===== src/rtl/fetch_unit.sv =====
// rtl/fetch_unit.sv - instruction fetch stage: PC, in-order imem requests, uop buffer towards decode
module fetch_unit #(
    parameter int                    ADDR_WIDTH = 32,
    parameter int                    INST_WIDTH = 32,
    parameter logic [ADDR_WIDTH-1:0] RESET_PC   = 32'h0000_0000,
    parameter int                    FIFO_DEPTH = 2
) (
    input  logic                  clk,
    input  logic                  reset_n,
    output logic                  imem_req_valid,
    input  logic                  imem_req_ready,
    output logic [ADDR_WIDTH-1:0] imem_req_addr,
    input  logic                  imem_rsp_valid,
    input  logic [INST_WIDTH-1:0] imem_rsp_data,
    input  logic                  system_stall,
    input  logic                  system_flush,
    input  logic                  redirect_valid,
    input  logic [ADDR_WIDTH-1:0] redirect_pc,
    input  logic                  source_not_ready,
    output logic [ADDR_WIDTH-1:0] pc_out,
    output logic [INST_WIDTH-1:0] instruction,
    output logic                  uop_valid_out
);

    localparam int PTR_W  = $clog2(FIFO_DEPTH);
    localparam int CNT_W  = PTR_W + 1;
    // Repeated flushes can stack up more discarded responses than one FIFO's worth.
    localparam int DROP_W = CNT_W + 4;
    localparam logic [INST_WIDTH-1:0] NOP       = INST_WIDTH'(32'h0000_0013);
    localparam logic [ADDR_WIDTH-1:0] WORD_MASK = ~ADDR_WIDTH'(3);

    logic [ADDR_WIDTH-1:0] pc_q, pc_d;
    logic [DROP_W-1:0]     drop_q, drop_d;
    logic [CNT_W-1:0]      rd_ptr_q, rd_ptr_d, wr_ptr_q, wr_ptr_d;
    logic [CNT_W-1:0]      ard_ptr_q, ard_ptr_d, awr_ptr_q, awr_ptr_d;
    logic [ADDR_WIDTH-1:0] buf_pc_q   [FIFO_DEPTH];
    logic [ADDR_WIDTH-1:0] buf_pc_d   [FIFO_DEPTH];
    logic [INST_WIDTH-1:0] buf_inst_q [FIFO_DEPTH];
    logic [INST_WIDTH-1:0] buf_inst_d [FIFO_DEPTH];
    logic [ADDR_WIDTH-1:0] req_addr_q [FIFO_DEPTH];
    logic [ADDR_WIDTH-1:0] req_addr_d [FIFO_DEPTH];

    logic [CNT_W-1:0] occupancy, outstanding;
    logic             credit_ok, accept, rsp_drop, rsp_push, rsp_used, pop, not_empty;

    always_comb begin
        occupancy      = wr_ptr_q - rd_ptr_q;
        outstanding    = awr_ptr_q - ard_ptr_q;
        not_empty      = (occupancy != '0);
        credit_ok      = ({1'b0, occupancy} + {1'b0, outstanding}) < (CNT_W + 1)'(FIFO_DEPTH);
        imem_req_valid = reset_n && !system_flush && credit_ok;
        imem_req_addr  = pc_q & WORD_MASK;
        accept         = imem_req_valid && imem_req_ready;
        rsp_drop       = imem_rsp_valid && (drop_q != '0);
        rsp_push       = imem_rsp_valid && (drop_q == '0) && (outstanding != '0);
        rsp_used       = rsp_drop || rsp_push;
        uop_valid_out  = not_empty && !system_flush;
        pop            = uop_valid_out && !system_stall && !source_not_ready;
        pc_out         = not_empty ? buf_pc_q[rd_ptr_q[PTR_W-1:0]] : '0;
        instruction    = not_empty ? buf_inst_q[rd_ptr_q[PTR_W-1:0]] : NOP;
    end

    always_comb begin
        pc_d       = pc_q;
        drop_d     = drop_q;
        rd_ptr_d   = rd_ptr_q;
        wr_ptr_d   = wr_ptr_q;
        ard_ptr_d  = ard_ptr_q;
        awr_ptr_d  = awr_ptr_q;
        buf_pc_d   = buf_pc_q;
        buf_inst_d = buf_inst_q;
        req_addr_d = req_addr_q;
        if (system_flush) begin
            // Everything still in flight, minus the response consumed right now, must be discarded.
            drop_d    = drop_q + DROP_W'(outstanding) - DROP_W'(rsp_used);
            rd_ptr_d  = '0;
            wr_ptr_d  = '0;
            ard_ptr_d = '0;
            awr_ptr_d = '0;
            if (redirect_valid) begin
                pc_d = redirect_pc & WORD_MASK;
            end
        end else begin
            if (accept) begin
                req_addr_d[awr_ptr_q[PTR_W-1:0]] = imem_req_addr;
                awr_ptr_d = awr_ptr_q + 1'b1;
                pc_d      = pc_q + ADDR_WIDTH'(4);
            end
            if (rsp_drop) begin
                drop_d = drop_q - 1'b1;
            end else if (rsp_push) begin
                buf_pc_d[wr_ptr_q[PTR_W-1:0]]   = req_addr_q[ard_ptr_q[PTR_W-1:0]];
                buf_inst_d[wr_ptr_q[PTR_W-1:0]] = imem_rsp_data;
                wr_ptr_d  = wr_ptr_q + 1'b1;
                ard_ptr_d = ard_ptr_q + 1'b1;
            end
            if (pop) begin
                rd_ptr_d = rd_ptr_q + 1'b1;
            end
        end
    end

    always_ff @(posedge clk or negedge reset_n) begin
        if (!reset_n) begin
            pc_q      <= RESET_PC;
            drop_q    <= '0;
            rd_ptr_q  <= '0;
            wr_ptr_q  <= '0;
            ard_ptr_q <= '0;
            awr_ptr_q <= '0;
            for (int i = 0; i < FIFO_DEPTH; i++) begin
                buf_pc_q[i]   <= '0;
                buf_inst_q[i] <= NOP;
                req_addr_q[i] <= '0;
            end
        end else begin
            pc_q       <= pc_d;
            drop_q     <= drop_d;
            rd_ptr_q   <= rd_ptr_d;
            wr_ptr_q   <= wr_ptr_d;
            ard_ptr_q  <= ard_ptr_d;
            awr_ptr_q  <= awr_ptr_d;
            buf_pc_q   <= buf_pc_d;
            buf_inst_q <= buf_inst_d;
            req_addr_q <= req_addr_d;
        end
    end

endmodule


===== config.mk =====
export PLATFORM = sky130hd
export DESIGN_NAME = fetch_unit
export DESIGN_NICKNAME = d
export VERILOG_FILES = /design/src/rtl/fetch_unit.sv
export SDC_FILE = /design/constraint.sdc
export NUM_CORES = 1
export LEC_CHECK = 0
export BUFFER_PORTS_ARGS = -buffer_cell sky130_fd_sc_hd__buf_2
export CORE_MARGIN = 2
export CORE_UTILIZATION = 53
export CTS_BUF_LIST = sky130_fd_sc_hd__clkbuf_8
export DETAILED_ROUTE_END_ITERATION = 8
export PLACE_DENSITY = 0.75
export SYNTH_ARGS = -nofsm -noshare
export SYNTH_HDL_FRONTEND = slang
export SYNTH_SLANG_ARGS = --single-unit

===== constraint.sdc =====
create_clock -name clk -period 3.1 [get_ports clk]
set_clock_uncertainty 0.2 [all_clocks]
set_input_delay 0.62 -clock clk [delete_from_list [all_inputs] [get_ports clk]]
set_output_delay 0.62 -clock clk [all_outputs]
set_load 0.02 [all_outputs]

# After elaboration in Yosys (flattened, before gate mapping)
# Index checks and enable logic that the tools add are counted.
# Widths: inputs -> output; s select.
[classes] mux=33 n_bitwise=6 order_cmp=7 reduce_logical=27 addsub=11 n_eq_ne=2
[ops] operator="$mux 32" count=16
[ops] operator="$bwmux 64" count=3
[ops] operator="$demux 32 s1" count=2
[ops] operator="$add 32x3->32 const B" count=1
[ops] operator="$mux 2" count=10
[ops] operator="$mux 6" count=2
[ops] operator="$reduce_bool 2->1" count=6
[ops] operator="$logic_and 1x1->1" count=11
[ops] operator="$add 2x1->2 const B" count=4
[ops] operator="$ge 2x2->1 const B" count=4
[ops] operator="$not 1->2" count=4
[ops] operator="$add 6x2->6" count=1
[ops] operator="$logic_not 6->1" count=1
[ops] operator="$reduce_and 2->1" count=3
[ops] operator="$reduce_bool 6->1" count=1
[ops] operator="$sub 6x1->6" count=1
[ops] operator="$sub 6x1->6 const B" count=1
[ops] operator="$lt 2x1->1 const B" count=2
[ops] operator="$sub 2x2->2" count=2
[ops] operator="$add 2x2->3" count=1
[ops] operator="$logic_not 1->1" count=3
[ops] operator="$lt 3x2->1 const B" count=1
[ops] operator="$reduce_and 3->1" count=1
[ops] operator="$ne 2x1->1 const B" count=1
[ops] operator="3 further kinds" count=4
[totals] register_bits=238 output_inout_bits=98

# Longest topological paths before layout
[logic_depth] ltp_word=7 mapped_depth=16 ltp_nobuf=16

# Least setup slack after synthesis
# No wires, ideal clock.
[synth_path] path_type="flip-flop to flip-flop" start="reg awr_ptr_q[0]" end="reg req_addr_q[34] (netlist bit)" path_slack_ns=-0.085 path_stages_with_launch=11 setup_time_ns=0.125 synth_period_minus_slack_ns=3.185 t_arrival_ns=2.861 cell_sequence="dfrtp_1 inv_1 ha_1 or2_2 fa_1 nand4b_1 inv_1 nand2_1 nor2_1 clkbuf_1 mux2_2"
[synth_between] elab_chain_cells=6 word_cells_on_any_way=13
[synth_rtl] item="start, declared" line="35" text="logic [CNT_W-1:0] ard_ptr_q, ard_ptr_d, awr_ptr_q, awr_ptr_d;"
[synth_rtl] item="start signal, assigned" line="122" text="awr_ptr_q <= awr_ptr_d;"
[synth_rtl] item="$sub 2x2->2" line="48" text="outstanding = awr_ptr_q - ard_ptr_q;"
[synth_rtl] item="$add 2x2->3" line="50" text="credit_ok = ({1'b0, occupancy} + {1'b0, outstanding}) < (CNT_W + 1)'(FIFO_DEPTH);"
[synth_rtl] item="$lt 3x2->1" line="50"
[synth_rtl] item="$logic_and 1x1->1" line="51" text="imem_req_valid = reset_n && !system_flush && credit_ok;"
[synth_rtl] item="via imem_req_valid" line="10" text="output logic imem_req_valid,"
[synth_rtl] item="$logic_and 1x1->1" line="53" text="accept = imem_req_valid && imem_req_ready;"
[synth_rtl] item="$reduce_and 2->1 (no line)"
[synth_rtl] item="end signal, assigned" line="125" text="req_addr_q <= req_addr_d;"
[synth_rtl] item="end, declared" line="40" text="logic [ADDR_WIDTH-1:0] req_addr_q [FIFO_DEPTH];"
# The timed path passes the listed nets, and every way through them passes these cells.
# A chain may end at the register's enable or synchronous reset.

# Final worst setup path
[layout_path] start="reg rd_ptr_q[0]" end="out imem_req_valid"
[layout_between] elab_chain_cells=4
[layout_rtl] item="start, declared" line="34" text="logic [CNT_W-1:0] rd_ptr_q, rd_ptr_d, wr_ptr_q, wr_ptr_d;"
[layout_rtl] item="start signal, assigned" line="119" text="rd_ptr_q <= rd_ptr_d;"
[layout_rtl] item="$sub 2x2->2" line="47" text="occupancy = wr_ptr_q - rd_ptr_q;"
[layout_rtl] item="$add 2x2->3" line="50"
[layout_rtl] item="$lt 3x2->1" line="50"
[layout_rtl] item="$logic_and 1x1->1" line="51"
[layout_rtl] item="end, declared" line="10"
# Every way passes these cells.

==> results.json <==
{
  "status": "complete, but fails checks",
  "violations": "setup timing",
  "ir_drop_mv": 0.495,
  "finalCritPeriodShare_pct": 109,
  "relSlewSlack_pct": 40.1,
  "place_hpwl_mm": 17.4,
  "grt_max_degree": 157,
  "crit_type": "reg2out",
  "clock_sinks": 228,
  "cts-root-buf": "clkbuf_8",
  "io_pins": 170,
  "p_total_uw": 8350,
  "via_per_inst": 5.57,
  "cp_common_cell": "buf_6",
  "async_flop_share_pct": 100,
  "cts_tree": "yes",
  "min-delay-start": "redirect_pc[11]",
  "netlist_instances": 987,
  "postLayoutCellArea_mm2": 0.0134,
  "grt_pass1_wl_mm": 43.1,
  "clk_path_buf_depth": 3,
  "dieArea_mm2": 0.0219,
  "core_mm2": 0.0203,
  "synth-edff-count": 0,
  "hold_class": "in2reg",
  "first_iter_violations": 500,
  "postPlaceCellArea_mm2": 0.0123,
  "worstPathArrival_ns": 2.55,
  "num_vias": 8266,
  "numCtsBuffers": 40,
  "cpPeakStageDelay_ns": 0.53,
  "antenna_found_initial": 1,
  "finalSetupViolCount": 36,
  "cp.required_ns": 2.28,
  "crit_path_cell_trace": "ha_4 -> xnor3_2 -> fa_1 -> nand4b_1 -> inv_2 -> buf_6 -> buf_6",
  "rows": 52,
  "endpoint_kind": "primary output",
  "ff2ff_path_depth": 11,
  "final_util_pct": 65.8,
  "nets": 1280,
  "wl_per_cell_um": 17.6,
  "netlist_area_mm2": 0.0110,
  "hold_viol": 0,
  "period_needed_ns": 3.37,
  "p_per_area_mw_per_mm2": 625,
  "critPathBufInv": 3,
  "crit_fanout": 2,
  "ant_nets": 0,
  "postSynthAreaPerCell_um2": 11.1,
  "drcViolationCount": 0,
  "die_w_um": 148,
  "whs_path_depth": 3,
  "yosys.cell_types.count": 57,
  "grt.total_usage_pct": 24.5,
  "cpMaxStageDelayCell": "fa_1",
  "overflow": 0,
  "place_congestion": 0.841,
  "portBuffers": 163,
  "ys_seq_area_share_pct": 52.0,
  "p_leak_uw": 0.00627,
  "start_util_pct": 54.1,
  "wirelength_mm": 26.1,
  "start_kind": "flop",
  "r2r_slack_ns": -0.03,
  "rsz0062_at_grt": "yes",
  "die_y_um": 148,
  "min_to": "pc_q[11]",
  "reg2reg_from": "rd_ptr_q[0]",
  "tightestPinTransition_ns": 0.899,
  "first_global_vias": 8540,
  "clk_pin_slew_worst_paths_ns": 0.06,
  "yosysWarningCount": 0,
  "area_delta_synth_final_pct": 21.6,
  "synth_flop_cell": "dfrtp_1",
  "first_pass_iters": 5,
  "crit_family": "adder cells",
  "r2r_end": "pc_q[22]",
  "drive_gt1_share_pct": 36.4,
  "ys_seq_elements": 228,
  "clock_latency_ns": 0.54,
  "fmax_ghz": 0.296,
  "drv_slew": 0,
  "maxCapViolCount": 0,
  "finalWorstSetupSlack_ns": -0.273,
  "h-tree-depth": 2
}
-- synthesized netlist by cell type, drive strengths merged (2+ instances only) --
master	n	area share, %
a221o	5	0.47
nand3	14	0.68
clkbuf	23	0.98
nor2	154	5.3
xnor2	10	0.80
dfrtp	222	51
nor2b	3	0.17
xor2	10	0.80
mux2	122	13
nor4	5	0.42
nand2	40	1.4
a21oi	84	3.9
nand4	14	0.80
nor3	9	0.41
a211o	3	0.24
o22ai	12	0.68
ha	15	1.7
a31oi	5	0.28
fa	2	0.36
and3	9	0.52
a311oi	2	0.16
mux2i	101	9.2
xnor3	2	0.41
o21ai	20	0.91
or4	3	0.21
dfstp	6	1.4
and2	3	0.17
o211ai	6	0.41
buf	41	2.0
and4	4	0.32
inv	22	0.75
-- logic make-up (layout without fill, tap and decap cells) --
family | after synthesis | count (layout) | synth area share [%]
adders and majority gates | 17 | 17 | 2.07
buffers and inverters | 87 | 311 | 3.75
DFF | 228 | 228 | 52.0
and+or+nand+nor | 262 | 262 | 10.6
other | 1 | 5 | 0.0342
xor gates and xnor gates | 22 | 22 | 2.01
AOI/OAI and AO/OA | 147 | 147 | 7.79
muxes | 223 | 223 | 21.7
-- metal layers --
| layer | vias up | global-route usage (%) | share of wire [%] |
|---|---|---|---|
| met1 | 4105 | 33.1 | 44 |
| li1 | 3877 | - | - |
| met3 | 46 | 4.85 | 6.2 |
| met2 | 238 | 39.9 | 48 |
| met4 | 0 | 8.52 | 2.3 |
| met5 | - | 0 | 0 |
-- cell usage in the layout, fill, tap and decap left out, types with 4 or more instances in the layout --
cell type	netlist	routed
o22ai_1	12	12
nor2_1	154	150
and4_1	4	4
nand3_1	13	13
o21ai_1	1	5
buf_2	12	160
mux2_2	122	122
dfstp_2	6	6
nand2_1	40	33
dfrtp_1	222	220
nand2_2	0	7
a221o_1	4	4
o21ai_0	19	14
a21oi_1	83	83
nor3_1	9	9
buf_4	13	44
buf_6	0	10
o211ai_1	6	6
mux2i_1	101	101
a31oi_1	5	5
conb_1	1	4
xor2_1	10	10
ha_1	15	12
xnor2_1	10	10
and3_1	8	6
inv_1	22	25
buf_12	0	7
nand4_1	14	14
clkbuf_8	2	53
-- worst register-to-register path, delay by kind of cell, from the launching register on --
family / cells / cell delay (ns)
simple gates: 2 / 0.29
flops: 1 / 0.48
buf+inv: 3 / 0.57
xor+xnor: 1 / 0.27
mux: 1 / 0.14
compound gates: 2 / 0.36
fa+ha+maj: 2 / 0.70
-- worst max path at each step --
stage | from | end | slack [ns] | cells after the start
global route | rd_ptr_q[0] | imem_req_valid | -0.32 | 7
finish | rd_ptr_q[0] | imem_req_valid | -0.27 | 7
floorplan | awr_ptr_q[0] | req_addr_q[34] | -0.09 | 10
global placement | rd_ptr_q[0] | pc_q[5] | -0.03 | 11
CTS | rd_ptr_q[0] | imem_req_valid | -0.31 | 7
detailed placement | rd_ptr_q[0] | pc_q[12] | -0.15 | 9
-- area by class of cell --
cell class / instances / area [um^2]
clock buffer: 53 / 729
tap: 270 / 338
inverter: 23 / 86.3
multi-input combinational: 675 / 4980
sequential: 228 / 5720
timing repair buffer: 223 / 1410
clock inverter: 12 / 83.8
fill: 1565 / 6950
antenna: 1 / 2.50
-- power breakdown --
group          leakage (uW)  internal, uW  switching (uW)
logic               0.00281           806             917
clock network      0.000444          1600            1200
registers           0.00301          3450             365
-- sequential cells by signal (all words and copies together), names as in the netlist --
register    cells
ard_ptr_q       2
awr_ptr_q       2
buf_inst_q     64
buf_pc_q       60
drop_q          6
pc_q           30
rd_ptr_q        2
req_addr_q     60
wr_ptr_q        2
-- through the flow --
step | worst slack, ns | TNS (ns) | hold WS, ns | cells
finish | -0.273 | -4.17 | 0.106 | 1485
global route | -0.315 | -7.87 | 0.0891 | 1484
CTS | -0.310 | -5.04 | 0.0854 | 1478
detailed placement | -0.150 | -3.30 | 0.207 | 1404
global placement | -0.0287 | -0.130 | 0.208 | 1404
floorplan | -0.0855 | -2.41 | 0.124 | 990
-- what timing repair did --
action	CTS	global route
hold endpoints to repair	1	0
cloned	0	1
pin swaps	3	13
setup buffers	8	5
setup endpoints to repair	121	129
resized for setup	17	28
hold buffers	1	0
(Power assumes the default switching activity.)
